[config.mk]
export PLATFORM = sky130hd
export DESIGN_NAME = exc_ctrl
export DESIGN_NICKNAME = d
export VERILOG_FILES = /design/src/rtl/exc_ctrl_pkg.sv /design/src/rtl/exc_ctrl_prio_enc.sv /design/src/rtl/exc_ctrl.sv
export SDC_FILE = /design/constraint.sdc
export NUM_CORES = 1
export LEC_CHECK = 0
export CORE_AREA = 2 2 102 104
export CTS_BUF_LIST = sky130_fd_sc_hd__clkbuf_16
export DETAILED_ROUTE_END_ITERATION = 8
export DIE_AREA = 0 0 104 106
export PLACE_DENSITY = 0.78
export SETUP_SLACK_MARGIN = 0.15
export SYNTH_ARGS = -nofsm -noshare
export SYNTH_HDL_FRONTEND = slang
export SYNTH_SLANG_ARGS = --single-unit
[constraint.sdc]
create_clock -name clk -period 2.35 [get_ports clk]
set_input_delay 0.235 -clock clk [delete_from_list [all_inputs] [get_ports clk]]
set_output_delay 0.235 -clock clk [all_outputs]
set_load 0.02 [all_outputs]
[src/rtl/exc_ctrl_pkg.sv]
// Shared cp0 definitions: exccodes, mem_exc_flags bit indices, exception vector, FSM/encoder types.
package exc_ctrl_pkg;

  localparam logic [31:0] EXC_VECTOR   = 32'hBFC00380;
  localparam int unsigned NUM_IRQ_BITS = 8;

  localparam logic [4:0] EXC_Int  = 5'd0;
  localparam logic [4:0] EXC_AdEL = 5'd4;
  localparam logic [4:0] EXC_AdES = 5'd5;
  localparam logic [4:0] EXC_Sys  = 5'd8;
  localparam logic [4:0] EXC_Bp   = 5'd9;
  localparam logic [4:0] EXC_RI   = 5'd10;
  localparam logic [4:0] EXC_Ov   = 5'd12;
  // Pseudo-codes in the reserved exccode range, understood only by cp0.
  localparam logic [4:0] ERET     = 5'd16;
  localparam logic [4:0] REFETCH  = 5'd17;

  localparam int unsigned FLAG_FETCH_ADEL = 0;
  localparam int unsigned FLAG_RI         = 1;
  localparam int unsigned FLAG_OV         = 2;
  localparam int unsigned FLAG_SYS        = 3;
  localparam int unsigned FLAG_BP         = 4;
  localparam int unsigned FLAG_DATA_ADEL  = 5;
  localparam int unsigned FLAG_DATA_ADES  = 6;
  localparam int unsigned FLAG_ERET       = 7;
  localparam int unsigned FLAG_REFETCH    = 8;
  localparam int unsigned NUM_EXC_FLAGS   = 9;

  typedef enum logic [1:0] {BvNone, BvFetch, BvData} bv_sel_e;
  typedef enum logic [1:0] {KindExc, KindInt, KindEret, KindRefetch} kind_e;
  typedef enum logic {StIdle, StRedirect} state_e;

endpackage

[src/rtl/exc_ctrl_prio_enc.sv]
// Fixed-priority encoder from {int_pending, exception flags} to the single event to report.
module exc_prio_enc
  import exc_ctrl_pkg::*;
(
  input  logic                     int_pending,
  input  logic [NUM_EXC_FLAGS-1:0] flags,
  output logic                     hit,
  output logic [4:0]               exccode,
  output bv_sel_e                  badvaddr_sel,
  output kind_e                    kind
);

  always_comb begin
    hit          = 1'b1;
    exccode      = EXC_Int;
    badvaddr_sel = BvNone;
    kind         = KindExc;
    if (int_pending) begin
      kind = KindInt;
    end else if (flags[FLAG_FETCH_ADEL]) begin
      exccode      = EXC_AdEL;
      badvaddr_sel = BvFetch;
    end else if (flags[FLAG_RI]) begin
      exccode = EXC_RI;
    end else if (flags[FLAG_OV]) begin
      exccode = EXC_Ov;
    end else if (flags[FLAG_SYS]) begin
      exccode = EXC_Sys;
    end else if (flags[FLAG_BP]) begin
      exccode = EXC_Bp;
    end else if (flags[FLAG_DATA_ADEL]) begin
      exccode      = EXC_AdEL;
      badvaddr_sel = BvData;
    end else if (flags[FLAG_DATA_ADES]) begin
      exccode      = EXC_AdES;
      badvaddr_sel = BvData;
    end else if (flags[FLAG_ERET]) begin
      exccode = ERET;
      kind    = KindEret;
    end else if (flags[FLAG_REFETCH]) begin
      exccode = REFETCH;
      kind    = KindRefetch;
    end else begin
      hit = 1'b0;
    end
  end

endmodule

[src/rtl/exc_ctrl.sv]
// Exception/interrupt arbiter and fetch redirect controller at MEM/commit.
// Optional event counters enabled by EXC_CTRL_STATS_EN.
module exc_ctrl #(
  parameter logic [31:0] EXC_VECTOR   = exc_ctrl_pkg::EXC_VECTOR,
  parameter int unsigned NUM_IRQ_BITS = exc_ctrl_pkg::NUM_IRQ_BITS
) (
  input  logic                    clk,
  input  logic                    reset,
  input  logic                    mem_valid,
  input  logic [31:0]             mem_pc,
  input  logic                    mem_is_delay_slot,
  input  logic [8:0]              mem_exc_flags,
  input  logic [31:0]             mem_fetch_badvaddr,
  input  logic [31:0]             mem_data_badvaddr,
  input  logic [NUM_IRQ_BITS-1:0] cp0_cause_ip,
  input  logic [NUM_IRQ_BITS-1:0] cp0_status_im,
  input  logic                    cp0_status_ie,
  input  logic                    cp0_status_exl,
  input  logic [31:0]             cp0_epc,
  output logic                    cp0_exception_like,
  output logic [4:0]              cp0_exccode,
  output logic [31:0]             cp0_pc,
  output logic                    cp0_is_delay_slot,
  output logic [31:0]             cp0_badvaddr,
  output logic                    commit_kill,
  output logic                    flush,
  output logic                    redirect_valid,
  output logic [31:0]             redirect_pc,
  input  logic                    redirect_ready
`ifdef EXC_CTRL_STATS_EN
  ,
  output logic [31:0]             stat_exc_count,
  output logic [31:0]             stat_int_count
`endif
);

  import exc_ctrl_pkg::*;

  logic        int_pending;
  logic        hit;
  logic        evt;
  logic [4:0]  enc_code;
  bv_sel_e     bv_sel;
  kind_e       kind;
  state_e      state_q, state_d;
  logic [31:0] target_q, target_d;

  assign int_pending = (|(cp0_cause_ip & cp0_status_im)) & cp0_status_ie & ~cp0_status_exl;
  assign evt         = mem_valid & hit;

  exc_prio_enc u_prio_enc (
    .int_pending  (int_pending),
    .flags        (mem_exc_flags),
    .hit          (hit),
    .exccode      (enc_code),
    .badvaddr_sel (bv_sel),
    .kind         (kind)
  );

  always_comb begin
    state_d            = state_q;
    target_d           = target_q;
    cp0_exception_like = 1'b0;
    commit_kill        = 1'b0;
    flush              = 1'b0;
    redirect_valid     = 1'b0;
    redirect_pc        = target_q;
    cp0_exccode        = enc_code;
    cp0_pc             = mem_pc;
    cp0_is_delay_slot  = mem_is_delay_slot;
    unique case (bv_sel)
      BvFetch: cp0_badvaddr = mem_fetch_badvaddr;
      BvData:  cp0_badvaddr = mem_data_badvaddr;
      default: cp0_badvaddr = 32'h0;
    endcase
    // Outputs are gated during reset so a pending event cannot leak a strobe.
    if (!reset) begin
      unique case (state_q)
        StIdle: begin
          if (evt) begin
            cp0_exception_like = 1'b1;
            commit_kill        = 1'b1;
            flush              = 1'b1;
            state_d            = StRedirect;
            unique case (kind)
              KindEret:    target_d = cp0_epc;
              KindRefetch: target_d = mem_pc + 32'd4;
              default:     target_d = EXC_VECTOR;
            endcase
          end
        end
        StRedirect: begin
          redirect_valid = 1'b1;
          flush          = 1'b1;
          if (redirect_ready) state_d = StIdle;
        end
        default: state_d = StIdle;
      endcase
    end
  end

  always_ff @(posedge clk) begin
    if (reset) begin
      state_q  <= StIdle;
      target_q <= 32'h0;
    end else begin
      state_q  <= state_d;
      target_q <= target_d;
    end
  end

`ifdef EXC_CTRL_STATS_EN
  always_ff @(posedge clk) begin
    if (reset) begin
      stat_exc_count <= 32'h0;
      stat_int_count <= 32'h0;
    end else if (state_q == StIdle && evt) begin
      if (kind == KindInt) stat_int_count <= stat_int_count + 32'd1;
      else if (kind == KindExc) stat_exc_count <= stat_exc_count + 32'd1;
    end
  end
`endif

endmodule

[Word-level counts from Yosys, hierarchy flattened]
Index checks and enable logic that the tools add are counted.
Word-level totals
  bits in registers: 33
  bits of input ports: 160
  output and inout bits: 106
  logic and storage cells: 64
Operators by class
  add/sub/neg operators: 1
  equal/unequal tests: 4
  multiplexer cells: 49
  bitwise operators: 6
  reduce and logical (&&, ||, !) cells: 2
Operators by type and width (number)
  one-hot mux 32 bit (2 select lines): 2
  2-to-1 mux 5 bit: 10
  2-to-1 mux 2 bit: 18
  adder 32 x 3 -> 32 bit, second input constant: 1
  2-to-1 mux 1 bit: 17
  bitwise AND 8 bit: 1
  OR reduction 8 bit: 1
  equality test 2 bit, second input constant: 3
  one-hot mux 1 bit (2 select lines): 2
  bitwise AND 1 bit: 3
  equality test 2 x 1 -> 1 bit, second input constant: 1
  inverter 1 bit: 2
  AND reduction 2 bit: 1

[Longest topological paths before layout]
Gate-level depths: netlist (run 1).
  word-level depth: 14
  gate-level depth with buffers: 10
  gate-level depth less buffers: 9

[Modules after synthesis]
A second synthesis (run 1) with hierarchy kept.
Unflattened totals
  cell total of the unflattened synthesis: 414
  area total of the unflattened synthesis: 2979.1 sq um
By module, submodules not included
  exc_ctrl: times used 1, cells each 391, area each 2824.0 sq um, seq. area each 660.6 sq um
  exc_prio_enc: times used 1, cells each 23, area each 155.1 sq um, seq. area each 0.0 sq um

[Least setup slack after synthesis (run 1)]
Ideal clock, no wire load.
  path kind: input to output
  from: input cp0_cause_ip[1]
  to: output cp0_badvaddr[0]
  arrival: 2102 ps
  data required time: 2115 ps
  path slack: 13 ps
  cell stages on the path: 10
  buffers on the path: 1
  cells stage by stage: a22o_1 a221oi_2 a311oi_2 nor2_1 nand3_1 inv_1 ha_1 clkbuf_1 a22oi_1 nor2_1
On the way
  longest elaborated chain between the ends: 7
  elaborated cells on any way between the ends: 8
  those cells by class: eq/ne: 2; mux: 2; bitwise: 3; reduce/logical: 1
RTL lines
  start: declaration: RTL line exc_ctrl.sv:15  | input logic [NUM_IRQ_BITS-1:0] cp0_cause_ip,
  bitwise AND 8 bit *: RTL line exc_ctrl.sv:48  | assign int_pending = (|(cp0_cause_ip & cp0_status_im)) & cp0_status_ie & ~cp0_status_exl;
  OR reduction 8 bit *: RTL line exc_ctrl.sv:48
  bitwise AND 1 bit * (2 in a row): RTL line exc_ctrl.sv:48
  2-to-1 mux 2 bit *: RTL line exc_ctrl_prio_enc.sv:18  | if (int_pending) begin
  equality test 2 bit or equality test 2 x 1 -> 1 bit (tied branches): RTL line exc_ctrl.sv:71  | unique case (bv_sel)
  one-hot mux 32 bit (2 select lines) *: RTL line exc_ctrl.sv:71
  end: declaration: RTL line exc_ctrl.sv:24  | output logic [31:0] cp0_badvaddr,
Mark *: on every way between the ends. The rest lies on a longest branch, timed or not.

[Worst setup path after layout (run 1)]
  from: input mem_exc_flags[4]
  to: output cp0_badvaddr[19]
On the way
  longest elaborated chain between the ends: 8
  elaborated cells on any way between the ends: 9
  those cells by class: eq/ne: 2; mux: 7
RTL lines
  start: declaration: RTL line exc_ctrl.sv:12  | input logic [8:0] mem_exc_flags,
  2-to-1 mux 2 bit *: RTL line exc_ctrl_prio_enc.sv:29  | end else if (flags[FLAG_BP]) begin
  2-to-1 mux 2 bit *: RTL line exc_ctrl_prio_enc.sv:27  | end else if (flags[FLAG_SYS]) begin
  2-to-1 mux 2 bit *: RTL line exc_ctrl_prio_enc.sv:25  | end else if (flags[FLAG_OV]) begin
  2-to-1 mux 2 bit *: RTL line exc_ctrl_prio_enc.sv:23  | end else if (flags[FLAG_RI]) begin
  2-to-1 mux 2 bit *: RTL line exc_ctrl_prio_enc.sv:20  | end else if (flags[FLAG_FETCH_ADEL]) begin
  2-to-1 mux 2 bit *: RTL line exc_ctrl_prio_enc.sv:18
  equality test 2 bit or equality test 2 x 1 -> 1 bit (tied branches): RTL line exc_ctrl.sv:71
  one-hot mux 32 bit (2 select lines) *: RTL line exc_ctrl.sv:71
Marked as above.

==> run_results.csv, run 1 <==
group,metric,value,unit
power_and_ir_drop,ir_worst_vdd,0.0003293,V
layout,num-fill-cells,766,
critical_path,path_cells,"clkdlybuf4s50_1 -> nor4_2 -> nand3_2 -> inv_2 -> ha_4 -> buf_12 -> buf_12 -> buf_16 -> a22oi_2 -> nor2_2 -> buf_6",
timing,finalCritPeriodShare,101.9,%
critical_path,slowest_stage,"clkdlybuf4s50_1",
job,cap_violations,0,
timing,relSlewSlack,65.22,%
detailed_routing,wl_per_cell,18.74,microns
clocking,cts_sinks,33,
critical_path,arrival,2160,ps
clocking,h-tree-depth,2,
grt,grt_pass1_vias,4308,
detailed_routing,vias,4243,
yosys,synth-xor-area-share,8.022,%
yosys,syn_inst,399,
yosys,synth_top_family_by_area,"simple AND/OR/NAND/NOR gates",
layout,finalNonFillerCells,840,
clocking,clockRootBuffer,"clkbuf_16",
clocking,tritoncts,"done",
power_and_ir_drop,power.density,345.6,nW/um^2
yosys,synth-seq-cells,33,
floorplanning,die_h,106,microns
yosys,synth_edf_count,0,
status,violations,"setup timing",
timing,rsz0062_at_grt,"true",
grt,antenna_found_initial,3,
timing,finalSetupViolations,10,
yosys,async_reset_ff_share,0,%
timing,finalHoldViolations,0,
timing,maxSlewViolCount,0,
layout,final_cell_mix,"205 x clkdlybuf4s50_1, 68 x buf_4, 43 x buf_6",
yosys,syn_nets,562,
power_and_ir_drop,swShare,30.02,%
power_and_ir_drop,p_leak,2.654,nW
yosys,ys_warn_count,0,
clocking,clockBufferDepth,2,
min_path,min_path_type,"flop to flop",
critical_path,cp-end-kind,"output pin",
detailed_routing,dr.pass1.iters,4,
clocking,clkSlewWorstSetupHoldPaths,50,ps
timing,worst_slew_pin_slew,520.4,ps
timing,period_needed,2395,ps
yosys,synth_compound_area_share,26.40,%
layout,final_common_cell,"clkdlybuf4s50_1",
placement,dp.cells,809,
timing,clock.fmax,417.5,MHz
yosys,ys.flop_type,"dfxtp_1",
critical_path,cp_slowest_stage_delay,450,ps
floorplanning,die_width,104,microns
placement,io_buffers,263,
grt,grt_max_degree,33,
placement,hpwl,11.80,mm
timing,tns,-248.5,ps
floorplanning,die-area,11020,sq um
timing,worst_slack,-45.03,ps
critical_path,critPathMaxFanout,8,
power_and_ir_drop,combPwrFrac,43.5,%
clocking,cts-buffers-inserted,5,
power_and_ir_drop,power_frac_clock,31.0,%
detailed_routing,routed_wl,15.74,mm
detailed_routing,ant_nets,0,
floorplanning,start_util,29.48,%
yosys,synth.avg_cell_area,7.388,sq um
timing,skew,2.261,ps
critical_path,cp_common_cell,"buf_12",
detailed_routing,via_per_inst,5.051,
clocking,clock_latency,270,ps
floorplanning,rows,37,
layout,area_delta_synth_final,129.8,%
power_and_ir_drop,seq_power_share,25.6,%
critical_path,start_kind,"input port",
yosys,synth_area,2948,sq um
floorplanning,io_pins,266,
power_and_ir_drop,finalPower,2.341,mW
detailed_routing,drc,0,
critical_path,crit_type,"input port to output pin",
critical_path,critPathRequiredTime,2120,ps
placement,gp_congestion,0.9679,
floorplanning,coreArea,10000,sq um
yosys,ys_seq_area_share,22.41,%
power_and_ir_drop,p_switching,0.7027,mW
yosys,synth_fa_ha_area_share,1.273,%
layout,fin_nets,863,
yosys,synth_cell_type_count,54,
grt,grt_pass1_wl,22.67,mm
power_and_ir_drop,p_int,1.638,mW
yosys,synth.area.mux_share,1.019,%
grt,track_usage,25.86,%
grt,grt_overflow,0,
layout,drive_above_1_share,32.95,%
yosys,yosys.area_share.simple,27.16,%
status,status,"finished, violations left",
detailed_routing,dr.first_iter.drc_count,150,
==> per-stage QoR <==
| stage | hold WS [ps] | setup WS [ps] | instance area (sq um) | util, % |
|---|---|---|---|---|
| after floorplan | 373.2 | 82.34 | 3029 | - |
| after global placement | 443.4 | -616.4 | 6013 | 60.14 |
| after detailed placement | 448.0 | -734.9 | 6013 | 60.14 |
| after CTS | 455.5 | -28.23 | 6580 | 65.80 |
| after global routing | 470.3 | -170.9 | 6773 | 67.73 |
| final | 452.8 | -45.03 | 6773 | 67.73 |
==> registers in the layout, summed over array words and instances, names as in the netlist <==
signal       cells
redirect_pc     32
state_q          1
==> critical path, delay by kind of cell <==
kind	cells	cell delay (ps)
buffers and inverters	6	1010
AOI/OAI and AO/OA	1	90
and+or+nand+nor	3	640
adders and majority gates	1	170
==> cell type report <==
class | count | area (sq um) | share of cell area (%)
clock buffer | 5 | 125.1 | 1.847
clock inverter | 3 | 37.54 | 0.5542
sequential | 33 | 660.6 | 9.754
timing repair buffer | 349 | 3476 | 51.32
tap | 136 | 170.2 | 2.512
antenna | 3 | 7.507 | 0.1108
multi-input combinational | 296 | 2240 | 33.07
inverter | 15 | 56.30 | 0.8313
==> cell usage after synthesis, types with 2 or more instances <==
library cell,instances,area [sq um]
nand2_1,35,131.4
buf_4,35,262.8
clkbuf_1,16,60.06
nor4_1,2,12.51
o2bb2ai_1,4,35.03
a22o_1,6,52.55
nand2b_1,3,18.77
a31oi_1,2,12.51
ha_1,3,37.54
and4_1,4,35.03
o21bai_1,2,15.01
nor2_1,63,236.5
xnor2_1,16,140.1
a221o_1,9,90.09
nor3_1,19,95.09
inv_1,15,56.30
a211oi_1,5,37.54
or2_2,2,12.51
xor2_1,11,96.34
nand3_1,17,85.08
nand4_1,2,12.51
a22oi_1,38,285.3
mux2i_1,3,30.03
dfxtp_1,33,660.6
nor4_2,4,50.05
and3_1,2,12.51
buf_2,2,10.01
o21ai_0,8,40.04
a21oi_1,13,65.06
==> power by group through the flow <==
| stage | clock network, mW | logic, mW | registers, mW |
|---|---|---|---|
| after CTS | 0.737 | 0.969 | 0.598 |
| after detailed placement | 0 | 0.917 | 0.610 |
| after global placement | 0 | 0.904 | 0.609 |
| after global routing | 0.759 | 1.07 | 0.601 |
| final | 0.725 | 1.02 | 0.598 |
| after floorplan | 0 | 0.345 | 0.634 |
==> path summary, 6_finish.rpt <==
path                          from          endpoint  slack (ps)  cells past startpoint
setup / recovery  mem_exc_flags[4]  cp0_badvaddr[19]         -50                     11
hold / removal      redirect_pc[1]    redirect_pc[1]         450                      2
hold reg to reg     redirect_pc[1]    redirect_pc[1]         450                      2
setup reg to reg           state_q   redirect_pc[14]         690                      6
==> metal layers <==
layer | track usage, % | vias up | share of wire [%]
met5 | 0 | - | 0
met4 | 12.07 | 0 | 3.8
met3 | 4.905 | 32 | 6.4
met2 | 50.75 | 199 | 54
met1 | 26.19 | 1988 | 35
li1 | - | 2024 | -
==> logic make-up after synthesis <==
family	after synthesis
flip-flops	33
AO/OA/AOI/OAI	100
adder cells (fa/ha/maj)	3
AND/OR/NAND/NOR	163
XOR/XNOR	27
multiplexers	3
buffers and inverters	70
==> what timing repair did <==
item,in CTS,in global routing
cloned,3,2
pin swaps,22,34
endpoints found under the setup margin,40,69
resized for setup,288,36
hold buffers,0,0
buffers inserted,13,2
(Power assumes the default switching activity.)
==> run 2: changes to the inputs <==
SLEW_MARGIN = 20   (was not set)
==> results of run 2 <==
No change in the layout: final DEF, timing and power equal those of run 1.
==> run 3: changes to the inputs <==
CAP_MARGIN = 20   (was not set)
CTS_CLUSTER_DIAMETER = 60   (was not set)
==> results of run 3 <==
No change in the layout: final DEF, timing and power equal those of run 1.
==> RTL change 1, RTL diff (config.mk and constraints of run 2) <==
Change the package constant `NUM_IRQ_BITS` from 8 to 6.
--- a/src/rtl/exc_ctrl_pkg.sv
+++ b/src/rtl/exc_ctrl_pkg.sv
@@ -3,5 +3,5 @@
 
   localparam logic [31:0] EXC_VECTOR   = 32'hBFC00380;
-  localparam int unsigned NUM_IRQ_BITS = 8;
+  localparam int unsigned NUM_IRQ_BITS = 6;
 
   localparam logic [4:0] EXC_Int  = 5'd0;
Ports: changed (resized cp0_cause_ip and cp0_status_im); port bits go from 266 to 262. No check against the original RTL was run, so the function may have changed too.
==> RTL change 1 against run 2 <==
The run still ends with negative setup slack left. Via count increased by 10%. Clock skew is 0.56 ps higher. Routed wire length increased by 3.0%. Cell count is 3.3% higher. Sequential cell count unchanged. Critical path depth stayed put. Worst setup slack improved by 22 ps. Synthesized area grew 4.5%. Global-route usage is 2.6 points higher. Clock power fell by 13%. Count of clock-buffer cells in the layout stayed put. Final area rose by 2.7%. Total power fell by 2.7%. Critical endpoint is now cp0_badvaddr[24].
==> RTL change 1: results (changes against run 2) <==
Parameter                              Value

Hold path
  Hold Crit Start ... redirect_pc[3]

Layout
  Fraction of final layout cells with drive strength greater than 1 ... 0.320 (-0.00986)
  Final-stage net count ... 890 (+3.1%)
  Final-layout fill cell count ... 802 (+4.7%)
  ANT cells ... 0 (-3)
  Non-filler cells, final ... 868 (+3.3%)

Setup path
  Destination of the worst register-to-register timing path ... redirect_pc[6]
  Reg2reg setup slack ... 760 ps (+70 ps)
  Maximum fanout encountered on the critical timing path ... 5 (-3)
  Number of cell instances on the worst register-to-register path ... 8 (+2)
  Slowest cell on crit path ... or4_4
  Stage delay of the slowest cell on the critical path ... 550 ps (+100 ps)
  Worst setup path endpoint ... cp0_badvaddr[24]
  Timing startpoint of the critical path ... mem_exc_flags[2]
  Category of cells accounting for the largest share of critical-path delay ... simple AND/OR/NAND/NOR gates

Placement
  Setup slack after placement ... -750 ps (-14.6 ps)
  Placed insts ... 840 (+3.8%)
  Number of buffers inserted by port buffering ... 259 (-1.5%)
  Placed instance area ... 6500 um^2 (+8.1%)
  GPL Wtd Cong ... 0.908 (-6.2%)

Synth
  Sequential area share after synthesis ... 0.214 (-0.00965)
  Number of distinct library cells after synthesis ... 52 (-3.7%)
  Net count after synthesis ... 596 (+6.0%)
  Mapped Cells ... 437 (+9.5%)

Global routing
  Global-route wire length before repair ... 25,000 um (+10%)
  Number of global-route vias before repair ... 4,817 (+12%)
  Maximum number of pins on one net before global-route repair ... 26 (-21%)
  Met1 layer usage reported by global route ... 0.301 (+0.0389)
  Global routing usage on met2 ... 0.545 (+0.0376)

Outcome
  Outcome ... finished with violations
  Failing checks ... negative setup slack

Clocking
  Post-cts repair resize count ... 271 (-5.9%)
  Total setup buffers inserted after CTS ... 15 (+2)

Pwr
  Static Leakage ... 2.65 nW (-0.20%)
  Reported clock group power ... 0.628 mW (-13%)
  Clock group share of total power ... 0.276 (-0.034)
  Peak supply drop ... 0.319 mV (-3.2%)

Routing
  Number of violations reported at the end of detailed-routing iteration 0 ... 216 (+44%)
  WL per Instance ... 18.7 um (-0.27%)
  Routed wire length on met2 ... 8580 um (+0.15%)
  Top layer reached by signal wires ... met5
  Vias per cell ... 5.39 (+6.8%)
  Routed wire length on met3 ... 1300 um (+29%)

STA
  Worst hold margin ... 457 ps (+4.07 ps)
  Post-route setup slack ... -22.8 ps (+22.2 ps)
  Slew of the pin with the lowest slew margin ... 362 ps (-158 ps)
  Skew final ... 2.82 ps (+0.556 ps)
  Number of setup violations in the final report ... 6 (-4)
==> RTL change 1: changes by cell type after synthesis, sizes merged, moves of 9 or more <==
cell           run 2  this run
xnor2             16         6
nor3              20        11
nand4              3        12
a21oi             13        22
clkbuf            16        26
o21ai              8        20
==> RTL change 1: logic make-up after synthesis <==
logic type,after synthesis,share of synthesized area
fa+ha+maj,3,0.0122
mux,2,0.00650
flops,33,0.214
simple gates,178,0.284
compound gates,135,0.314
buf+inv,74,0.134
xor+xnor,12,0.0341
==> RTL change 1: cell type report <==
class / count / area (um^2) / share of cell area
inverter: 8 / 30.0 / 0.00432
multi-input combinational: 330 / 2490 / 0.358
sequential: 33 / 661 / 0.0950
tap: 136 / 170 / 0.0245
clock inverter: 3 / 13.8 / 0.00198
timing repair buffer: 353 / 3460 / 0.498
clock buffer: 5 / 125 / 0.0180
==> RTL change 2, RTL diff (settings of run 2) <==
Made on the original files. Register the output `redirect_pc`, without a reset; this adds one clock of latency there. The other outputs are not delayed to match.
--- a/src/rtl/exc_ctrl.sv
+++ b/src/rtl/exc_ctrl.sv
@@ -37,4 +37,6 @@
   import exc_ctrl_pkg::*;
 
+  logic [31:0] redirect_pc_d;
+
   logic        int_pending;
   logic        hit;
@@ -65,5 +67,5 @@
     flush              = 1'b0;
     redirect_valid     = 1'b0;
-    redirect_pc        = target_q;
+    redirect_pc_d      = target_q;
     cp0_exccode        = enc_code;
     cp0_pc             = mem_pc;
@@ -122,4 +124,8 @@
 `endif
 
+  always_ff @(posedge clk) begin
+    redirect_pc <= redirect_pc_d;
+  end
+
 endmodule
 
Function: changed (Yosys sat finds a counterexample within 4 cycles, from zero or initial values and one cycle with reset high).
==> RTL change 2 against run 2 <==
The flow still finishes with violations (negative setup slack). Critical endpoint is now cp0_badvaddr[25]. Clock skew increased by 2.3 ps. Die area unchanged. Synthesized area increased by 21%. Total power increased by 39%. Routed wire length decreased by 3.8%. Core utilization increased by 6.5 points. Worst setup slack got worse by 100 ps. Critical path depth increased by 2. Final area increased by 9.6%. Largest cell class unchanged. Largest power group is now registers. Sequential cell count increased by 32.
==> RTL change 2: results (changes against run 2) <==
Parameter                              Value

Synth
  Number of distinct library cells after synthesis ... 41 (-24%)
  Biggest area contributors in the synthesized netlist ... dfxtp_1 (37%), a22oi_1 (10%), nor2_1 (7.6%)
  Post-synth top cells ... nor2_1 (72), dfxtp_1 (65), a22oi_1 (49)
  Sequential area share after synthesis ... 0.366 (+0.142)

Routing
  Final wirelength ... 15,100 um (-3.8%)
  Vias per cell ... 5.22 (+3.4%)
  Drt pass-1 iters ... 5 (+1)
  Number of violations reported at the end of detailed-routing iteration 0 ... 227 (+51%)

Layout
  Final-stage net count ... 879 (+1.9%)
  ANT cells ... 0 (-3)
  Fraction of final layout cells with drive strength greater than 1 ... 0.304 (-0.0255)
  Final-layout fill cell count ... 728 (-5.0%)

Global routing
  Global routing usage summed across all routing layers ... 0.270 (+0.0113)
  Global-route wire length before repair ... 23,900 um (+5.5%)
  Maximum number of pins on one net before global-route repair ... 24 (-27%)
  Number of global-route vias before repair ... 4,667 (+8.3%)

Setup path
  Slowest cell on crit path ... or3_4
  Maximum fanout encountered on the critical timing path ... 4 (-4)
  Stage delay of the slowest cell on the critical path ... 360 ps (-90 ps)
  Category of cells accounting for the largest share of critical-path delay ... compound AO/OA/AOI/OAI gates

STA
  Skew final ... 4.52 ps (+2.26 ps)
  Slew of the pin with the lowest slew margin ... 574 ps (+53.7 ps)
  Post-route setup slack ... -147 ps (-102 ps)
  Total negative slack for setup checks ... -3170 ps (-2920 ps)
  Number of setup violations in the final report ... 32 (+22)

Pwr
  Peak supply drop ... 0.431 mV (+31%)
  Static Leakage ... 2.80 nW (+5.3%)

Clocking
  Worst-Skew Late Latency ... 330 ps (+60 ps)
  H-tree lvl count ... 3 (+1)

Outcome
  Failing checks ... negative setup slack
  Outcome ... finished with violations

Placement
  Half-perimeter wire length after placement ... 11,900 um (+0.56%)
  Setup slack after placement ... -885 ps (-150 ps)
  GPL Wtd Cong ... 0.888 (-8.3%)
[RTL change 2: cell types whose count changed after synthesis, moves of 5 or more]
cell,run 2,this run
inv_1,15,10
dfxtp_1,33,65
nand2_1,35,16
o2bb2ai_1,4,11
nand4_1,2,12
a22oi_1,38,49
a221o_1,9,0
a21oi_1,13,5
clkbuf_1,16,21
a221oi_2,1,7
nor2_1,63,72
[RTL change 2: area by class of cell]
type	instances	share of cell area
repair buffers	337	0.451
multi-input cells	293	0.314
flip-flops and latches	65	0.175
clock buffers	9	0.0303
well taps	136	0.0229
inverters	10	0.00505
clock inverters	3	0.00168
[RTL change 2: cells by family (layout without fill, tap and decap cells)]
kind of cell,Yosys count,after routing,share of synthesized area
adder cells (fa/ha/maj),3,3,0.0106
flip-flops,65,65,0.366
AND/OR/NAND/NOR,166,166,0.225
AO/OA/AOI/OAI,97,97,0.221
XOR/XNOR,27,27,0.0665
buffers and inverters,69,359,0.111
[RTL change 2: worst paths after layout]
path	start	to	slack (ps)	cells after the start
worst min-delay path	redirect_pc_d[30]	redirect_pc[30]	350	0
worst max register to register	state_q	redirect_pc_d[5]	480	6
worst max-delay path	cp0_status_im[2]	cp0_badvaddr[25]	-150	13
worst min register to register	redirect_pc_d[30]	redirect_pc[30]	350	0
[RTL change 2: report_power, final]
| group | total, mW | switching [mW] | internal, mW |
|---|---|---|---|
| combinational | 0.997 | 0.454 | 0.544 |
| sequential | 1.16 | 0.0169 | 1.15 |
| clock | 1.10 | 0.419 | 0.677 |
| total | 3.26 | 0.890 | 2.37 |
[RTL change 2: stage by stage]
stage	util	hold slack, ps	cell area (um^2)	cells
finish	0.743	351	7430	853
global route	0.743	353	7430	853
CTS	0.738	350	7380	851
detailed placement	0.698	339	6980	832
global placement	0.698	336	6980	832
floorplan	-	331	4090	427
[RTL change 2: layer usage]
metal | GRT usage | share of wire
met1 | 0.280 | 0.35
met2 | 0.533 | 0.55
met3 | 0.0736 | 0.085
met4 | 0.0656 | 0.012
met5 | 0 | 0
[RTL change 2: what timing repair did]
| action | 4_1_cts | 5_1_grt |
|---|---|---|
| pin swaps | 41 | 10 |
| cloned | 2 | 1 |
| buffers inserted | 5 | 1 |
| setup endpoints to repair | 45 | 58 |
| gates resized for setup | 250 | 12 |
